$ cat config.mk
export PLATFORM = sky130hd
export DESIGN_NAME = window_gen
export DESIGN_NICKNAME = d
export VERILOG_FILES = /design/src/rtl/window_pkg.sv /design/src/rtl/win_sat_ctr.sv /design/src/rtl/window_gen.sv
export SDC_FILE = /design/constraint.sdc
export NUM_CORES = 1
export LEC_CHECK = 0
export BUFFER_PORTS_ARGS = -buffer_cell sky130_fd_sc_hd__clkbuf_2
export CORE_MARGIN = 5
export CORE_UTILIZATION = 45
export DETAILED_ROUTE_END_ITERATION = 8
export PLACE_DENSITY_LB_ADDON = 0.25
export SLEW_MARGIN = 10
export SYNTH_ARGS = -nofsm -noshare
export SYNTH_HDL_FRONTEND = slang
export SYNTH_HIERARCHICAL = 1
export SYNTH_SLANG_ARGS = --single-unit
$ cat constraint.sdc
create_clock -name clk -period 3.76 [get_ports clk]
set_input_delay 0.564 -clock clk [delete_from_list [all_inputs] [get_ports clk]]
set_output_delay 0.564 -clock clk [all_outputs]
set_load 0.01 [all_outputs]
$ cat src/rtl/window_pkg.sv
// rtl/window_pkg.sv - shared types and constants for the measurement-window generator
//
// Purpose: state encoding and default timing constants used by window_gen.
// Ports:   none (package).

package window_pkg;

  typedef enum logic [1:0] {
    IDLE = 2'd0,
    RUN  = 2'd1,
    GAP  = 2'd2
  } state_t;

  // 0.1 ms window at the nominal 100 MHz system clock
  localparam int DEFAULT_WIN_LEN = 10_000;
  localparam int CLK_HZ          = 100_000_000;

endpackage

$ cat src/rtl/win_sat_ctr.sv
// rtl/win_sat_ctr.sv - saturating event counter
//
// Purpose: counts single-cycle increment requests and holds at all-ones.
// Ports:
//   clk    in      clock
//   rst_n  in      asynchronous active-low reset
//   inc    in      count one event this cycle
//   count  out [W] current count, saturating

module win_sat_ctr #(
  parameter int W = 16
) (
  input  logic         clk,
  input  logic         rst_n,
  input  logic         inc,
  output logic [W-1:0] count
);

  always_ff @(posedge clk or negedge rst_n) begin
    if (!rst_n) begin
      count <= '0;
    end else if (inc && (count != '1)) begin
      count <= count + W'(1);
    end
  end

endmodule

$ cat src/rtl/window_gen.sv
// rtl/window_gen.sv - programmable measurement-window generator
//
// Purpose: opens gated windows of programmable length for the ring-oscillator
//          edge counters, one-shot or continuous with an optional gap.
// Ports:
//   clk           in            system clock
//   rst_n         in            asynchronous active-low reset
//   en            in            master enable; low aborts immediately
//   oneshot       in            1 = one window per start pulse, 0 = continuous
//   start         in            one-shot trigger
//   win_len       in  [CNT_W]   window length, sampled at window entry
//   gap_len       in  [CNT_W]   continuous-mode gap, sampled at window entry
//   window_open   out           high while a window is open
//   window_start  out           first open cycle
//   window_done   out           last open cycle
//   window_abort  out           window was cut short by en=0
//   busy          out           not idle
//   win_count     out [WCNT_W]  completed windows, saturating
//   cfg_err       out           sticky: zero window length was sampled

module window_gen
  import window_pkg::*;
#(
  parameter int CNT_W  = 32,
  parameter int WCNT_W = 16
) (
  input  logic              clk,
  input  logic              rst_n,
  input  logic              en,
  input  logic              oneshot,
  input  logic              start,
  input  logic [CNT_W-1:0]  win_len,
  input  logic [CNT_W-1:0]  gap_len,
  output logic              window_open,
  output logic              window_start,
  output logic              window_done,
  output logic              window_abort,
  output logic              busy,
  output logic [WCNT_W-1:0] win_count,
  output logic              cfg_err
);

  state_t           state;
  logic [CNT_W-1:0] ct;
  logic [CNT_W-1:0] len_q;
  logic [CNT_W-1:0] gap_q;
  logic             abort_q;
  logic             cfg_err_q;

  // len_q is never 0 once latched, so len_q-1 cannot wrap; gap_last is only
  // consulted in GAP, which is entered only with gap_q > 0.
  logic run_last;
  logic gap_last;
  logic entry;

  assign run_last = (ct == len_q - CNT_W'(1));
  assign gap_last = (ct == gap_q - CNT_W'(1));
  assign entry    = en && (!oneshot || start);

  always_ff @(posedge clk or negedge rst_n) begin
    if (!rst_n) begin
      state     <= IDLE;
      ct        <= '0;
      len_q     <= '0;
      gap_q     <= '0;
      abort_q   <= 1'b0;
      cfg_err_q <= 1'b0;
    end else begin
      abort_q <= 1'b0;
      case (state)
        IDLE: begin
          if (entry) begin
            len_q <= (win_len == '0) ? CNT_W'(1) : win_len;
            gap_q <= gap_len;
            if (win_len == '0) cfg_err_q <= 1'b1;
            ct    <= '0;
            state <= RUN;
          end
        end
        RUN: begin
          if (!en) begin
            // en dominates even on the last cycle: the window is not counted
            state   <= IDLE;
            ct      <= '0;
            abort_q <= 1'b1;
          end else if (run_last) begin
            ct <= '0;
            if (oneshot) begin
              state <= IDLE;
            end else if (gap_q == '0) begin
              len_q <= (win_len == '0) ? CNT_W'(1) : win_len;
              gap_q <= gap_len;
              if (win_len == '0) cfg_err_q <= 1'b1;
            end else begin
              state <= GAP;
            end
          end else begin
            ct <= ct + CNT_W'(1);
          end
        end
        GAP: begin
          if (!en || oneshot) begin
            state <= IDLE;
            ct    <= '0;
          end else if (gap_last) begin
            len_q <= (win_len == '0) ? CNT_W'(1) : win_len;
            gap_q <= gap_len;
            if (win_len == '0) cfg_err_q <= 1'b1;
            ct    <= '0;
            state <= RUN;
          end else begin
            ct <= ct + CNT_W'(1);
          end
        end
        default: begin
          state <= IDLE;
          ct    <= '0;
        end
      endcase
    end
  end

  win_sat_ctr #(
    .W(WCNT_W)
  ) u_wcount (
    .clk   (clk),
    .rst_n (rst_n),
    .inc   (en && (state == RUN) && run_last),
    .count (win_count)
  );

  assign window_open  = (state == RUN);
  assign window_start = (state == RUN) && (ct == '0);
  assign window_done  = (state == RUN) && run_last;
  assign window_abort = abort_q;
  assign busy         = (state != IDLE);
  assign cfg_err      = cfg_err_q;

endmodule

* Word-level counts from Yosys, hierarchy flattened
Index checks and enable logic that the tools add are counted.
** Storage, ports and cells
- Output and inout port bits :: 22
- Bits in registers :: 116
- Bits of input ports :: 69
- Word-level logic and storage cells :: 86
** Operators by class
- Add/sub/neg operators :: 4
- Reduce and logical (&&, ||, !) cells :: 18
- Multiplexer cells :: 42
- Equal/unequal tests :: 15
** Operators by type and width (count)
- $mux W32 :: 20
- $pmux W32 S3 :: 3
- $logic_not A32 Y1 :: 3
- $eq A32 B32 Y1 :: 2
- $sub A32 B1 Y32 const B :: 2
- $add A32 B1 Y32 const B :: 1
- $add A16 B1 Y16 const B :: 1
- $ne A16 B16 Y1 const B :: 1
- $mux W2 :: 7
- $mux W1 :: 10
- $ne A2 B2 Y1 const B :: 5
- $reduce_and A8 Y1 :: 1
- $logic_and A1 B1 Y1 :: 6
- $pmux W2 S3 :: 1
- $ne A2 B1 Y1 const B :: 2
- $ne A4 B4 Y1 const B :: 1
- $reduce_and A4 Y1 :: 1
- $ne A3 B2 Y1 const B :: 1
- $ne A3 B3 Y1 const B :: 1
- $pmux W1 S3 :: 1
- $reduce_bool A3 Y1 :: 1
- $eq A2 B1 Y1 const B :: 1
- $eq A2 B2 Y1 const B :: 1
- $logic_not A1 Y1 :: 2
- 3 further kinds :: 4

* Depth between registers and ports, before layout
- Depth after elaboration :: 7
- Mapped depth :: 15
- Mapped depth without buffers :: 14

* Modules after synthesis
The synthesis kept the hierarchy.
** By module, submodules not included
- window_gen :: cells each 783, instances 1, area an instance 7345.8 um^2, seq. area each 2502.4 um^2
- win_sat_ctr :: cells each 72, instances 1, area an instance 859.6 um^2, seq. area each 400.4 um^2

* Least setup slack after synthesis
No wires, ideal clock.
- Path kind :: register to register
- Start point :: register len_q[0]
- End point :: register u_wcount.count[5]
- Slack :: 0.202 ns
- Required time :: 3.641 ns
- Data arrival time :: 3.439 ns
- Buffers on the path :: 0
- Period minus slack after synthesis :: 3.558 ns
- Stages on the path, launching flop included :: 15
- Setup time :: 0.119 ns
- Cell sequence :: dfrtp_1 -> inv_1 -> ha_1 -> nor3b_1 -> nand4_1 -> nor2_1 -> xnor2_1 -> mux2i_1 -> a2111oi_1 -> nand4_1 -> nor2_1 -> and3_1 -> and4_2 -> o211ai_1 -> o21a_1
** On the way
- Cells in the longest elaborated chain, start to end :: 4
** RTL lines
- start, declared :: RTL line window_gen.sv:45 : logic [CNT_W-1:0] len_q;
- start signal, assigned :: RTL line window_gen.sv:73 : len_q <= (win_len == '0) ? CNT_W'(1) : win_len;
- start signal, assigned :: RTL line window_gen.sv:91 : len_q <= (win_len == '0) ? CNT_W'(1) : win_len;
- start signal, assigned :: RTL line window_gen.sv:106 : len_q <= (win_len == '0) ? CNT_W'(1) : win_len;
- $sub A32 B1 Y32 :: RTL line window_gen.sv:56 : assign run_last = (ct == len_q - CNT_W'(1));
- $eq A32 B32 Y1 :: RTL line window_gen.sv:56
- $logic_and A1 B1 Y1 :: RTL line window_gen.sv:128 : .inc (en && (state == RUN) && run_last),
- $logic_and A1 B1 Y1 :: RTL line win_sat_ctr.sv:22 : end else if (inc && (count != '1)) begin
- end signal, assigned :: RTL line win_sat_ctr.sv:23 : count <= count + W'(1);
- end, declared :: RTL line win_sat_ctr.sv:16 : output logic [W-1:0] count
No other way between the ends.
A chain may end at the register's enable or synchronous reset.

* Worst setup path after layout
- Start point :: register len_q[3]
- End point :: output port window_done
** On the way
- Cells in the longest elaborated chain, start to end :: 3
** RTL lines
- $sub A32 B1 Y32 :: RTL line window_gen.sv:56
- $eq A32 B32 Y1 :: RTL line window_gen.sv:56
- $logic_and A1 B1 Y1 :: RTL line window_gen.sv:134 : assign window_done = (state == RUN) && run_last;
- end, declared :: RTL line window_gen.sv:36 : output logic window_done,
No other way between the ends.

==> impl_results.md <==
- Status: finished, violations left
- Failing checks: setup timing
- Post-synth EDFFs: 0
- Clock transition at path regs: 0.06 ns
- Vias per cell: 5.90
- Starting Density: 45.7%
- Fin worst setup slack: -0.111 ns
- Pin count of the biggest net entering global routing: 63
- Syn avg cell area: 9.60 sq um
- Fill cells: 1598
- Post-DRT Antenna Nets: 0
- Cell area after synthesis: 0.00821 sq mm
- WP buf/inv: 3
- Clk root buf: clkbuf_16
- Gpl congestion: 0.909
- Clk sinks: 116
- YS warnings: 6
- Crit-path max cell delay: 0.55 ns
- Max_slew headroom: 44.4%
- Met1 wire length: 10400 um
- Inst Count DP: 1185
- Final hold violation count: 0
- Non-Filler Instances: 1227
- Met2 wire length: 10500 um
- Worst Skew: 0.00878 ns
- Die area: 0.0210 sq mm
- Static leakage: 4.37 nW
- Startpoint Class: flip-flop
- Area leader, netlist: dfrtp_1
- Crit path required time: 3.20 ns
- # IOs: 91
- Total CTS buffers: 17
- N_diodes: 0
- Die Y: 145 um
- Initial antenna violation count: 0
- Xor-xnor portion of the synthesized cell area: 8.81%
- TritonCTS clock tree: yes
- Worst setup EP type: output pin
- Critical path class: flip-flop to output pin
- RR Startpoint: len_q[3]$_DFFE_PN0P_
- VDD IR-drop max: 0.438 mV
- # H-tree levels: 4
- Main synth FF type: dfrtp_1
- Die width: 145 um
- GRT Total Usage: 21.9%
- Vias in the first global route: 7124
- Metal3 WL: 1590 um
- Critical path fanouts, max: 6
- Post-synth cell types: 83
- Max Cap Viol: 0
- Critical Path AT: 3.31 ns
- Routed WL per cell: 18.7 um
- Synthesized instance count: 855
- Combinational family with the most area after synthesis: simple AND/OR/NAND/NOR gates
- First-pass GRT wire length: 37900 um
- FFs w/ async S/R, synth: 100%
- Vias: 7240
- Crit share post-route: 103%
- Power Density: 726 mW/mm^2
- Worst Setup SP: len_q[3]$_DFFE_PN0P_
- Num rows: 49
- DR pass1 iterations: 5
- Max-slew violation count: 0
- Crit-path cells: buf_6, or4_4, nor4_4, a21oi_1, mux4_2, nor3_2, and4_1, nand4_1, buf_4, nor2_2, buf_2
- Multiplexer share of the synthesized area: 12.5%
- Slowest-stage cell, CP: or4_4
- Layout cell share with drive strength beyond 1: 29.9%
- Detailed Place HPWL: 17000 um
- Core Area: 0.0180 sq mm
- Clk Latency, worst-skew pair: 0.42 ns
- Least-Margin Pin Slew: 0.825 ns
- Post-Route WL: 22900 um
- DRT iter0 DRCs: 447
- Complex-gate fraction of the synthesized area: 13.9%
- Syn Nets: 933
- Min-delay worst type: input pin to asynchronous set/reset pin
- Fmax: 258 MHz
- Register area share after synthesis: 35.4%
- Setup Viol. Count Final: 5
- Unrepaired setup endpoints after global routing: yes
- Tmin final: 3.87 ns
- Number of nets in the layout: 1065
- Post-synth top area share: 35.4%
- Area contributors post-synth: dfrtp_1 (35%), mux2_4 (9.1%), xnor2_1 (6.0%)
- Flops & latches, synth: 116
- Max layer used: met4
- Drc violations: 0
- Global route overflow: 0
- # hold bufs at CTS: 0
- Port buffer count: 90
- Largest delay contributor family on the critical path: simple AND/OR/NAND/NOR gates
- Setup TNS: -0.199 ns
- Synth Area in Adders: 1.49%
- Maximum clock path buffer count: 2
- Layout area overhead: 22.8%
- Simple-Gate Fraction of Synth Area: 23.5%
==> repair_timing <==
item                       in CTS  in global routing
pin swaps                       1                 15
resized for setup               5                 32
buffers inserted                1                 12
setup endpoints to repair      51                 86
==> routing by layer <==
| metal | global-route usage [%] | up-vias |
|---|---|---|
| met5 | 0 | - |
| met4 | 6.78 | 0 |
| met3 | 5.43 | 32 |
| met2 | 34.3 | 243 |
| met1 | 30.1 | 3495 |
| li1 | - | 3470 |
==> synthesized netlist by cell type, types with 5 or more instances <==
cell type	instances
or4_1	11
nor2_1	45
a31oi_1	21
and3_1	20
a21oi_1	22
ha_1	9
nor3b_1	6
clkbuf_1	44
or3_1	9
nand3_1	37
o21a_1	8
nand2b_1	11
xnor2_1	56
o21ai_0	35
xor2_1	24
dfrtp_1	116
nor4_2	5
buf_6	6
nand4_1	27
a211oi_1	13
nand2_1	50
nor3_1	32
inv_1	27
nor2b_1	8
a22oi_1	5
mux2_4	50
mux2_1	15
o31ai_1	11
nor4_1	24
==> report_power, final <==
group | switching [mW] | internal, mW | total (mW)
Clock | 0.558 | 1.05 | 1.61
Sequential | 0.546 | 1.64 | 2.19
Combinational | 1.62 | 1.90 | 3.52
==> cell usage in the layout, fill, tap and decap left out, drive strengths merged, types with 13 or more instances in the layout <==
| master | count |
|---|---|
| nand2 | 50 |
| buf | 81 |
| xor2 | 24 |
| mux2 | 69 |
| o21ai | 36 |
| and3 | 20 |
| inv | 27 |
| clkbuf | 114 |
| nand3 | 38 |
| xnor2 | 56 |
| nor2 | 46 |
| nor3 | 34 |
| a21oi | 22 |
| nand4 | 30 |
| dfrtp | 116 |
| nor4 | 32 |
| a31oi | 21 |
| a211oi | 13 |
==> metrics by stage <==
step	total power, mW	hold slack (ns)	utilization, %	worst slack [ns]	instance area (sq um)
3_5_place_dp	5.60	0.462	51.5	-0.0319	9250
3_3_place_gp	5.51	0.464	51.5	0.0230	9250
6_report	7.32	0.241	56.1	-0.111	10100
4_1_cts	7.27	0.272	54.8	-0.00491	9850
2_1_floorplan	4.60	0.268	-	0.202	8210
5_1_grt	7.79	0.316	56.1	-0.209	10100
==> kinds of logic after synthesis <==
logic type,after synthesis
XOR/XNOR,81
flip-flops,116
AND/OR/NAND/NOR,326
AO/OA/AOI/OAI,165
multiplexers,74
adder cells (fa/ha/maj),10
buffers and inverters,83
==> worst paths after layout <==
kind	depth (start not counted)	slack [ns]	endpoint
worst max-delay path	11	-0.11	window_done
max in group asynchronous	2	2.73	len_q[11]$_DFFE_PN0P_
min in group clk	2	0.35	window_abort$_DFF_PN0_
worst max register to register	15	-0.05	u_wcount/count[15]$_DFFE_PN0P_
worst min-delay path	1	0.24	gap_q[20]$_DFFE_PN0P_
worst min register to register	1	0.48	cfg_err$_DFFE_PN0P_
==> sequential cells by signal, summed over array words and instances, names as in the netlist <==
signal	count
state	2
len_q	32
window_abort	1
ct	32
gap_q	32
cfg_err	1
u_wcount/count	16
==> layout make-up <==
cell class / count / area (sq um) / area share [%]
clock buffers: 26 / 509 / 5.05
clock inverters: 4 / 70.1 / 0.695
multi-input cells: 656 / 5080 / 50.5
well taps: 229 / 287 / 2.84
inverters: 27 / 101 / 1.01
repair buffers: 169 / 1120 / 11.1
flip-flops and latches: 116 / 2900 / 28.8
No activity file was read; power rests on OpenSTA's default activity.
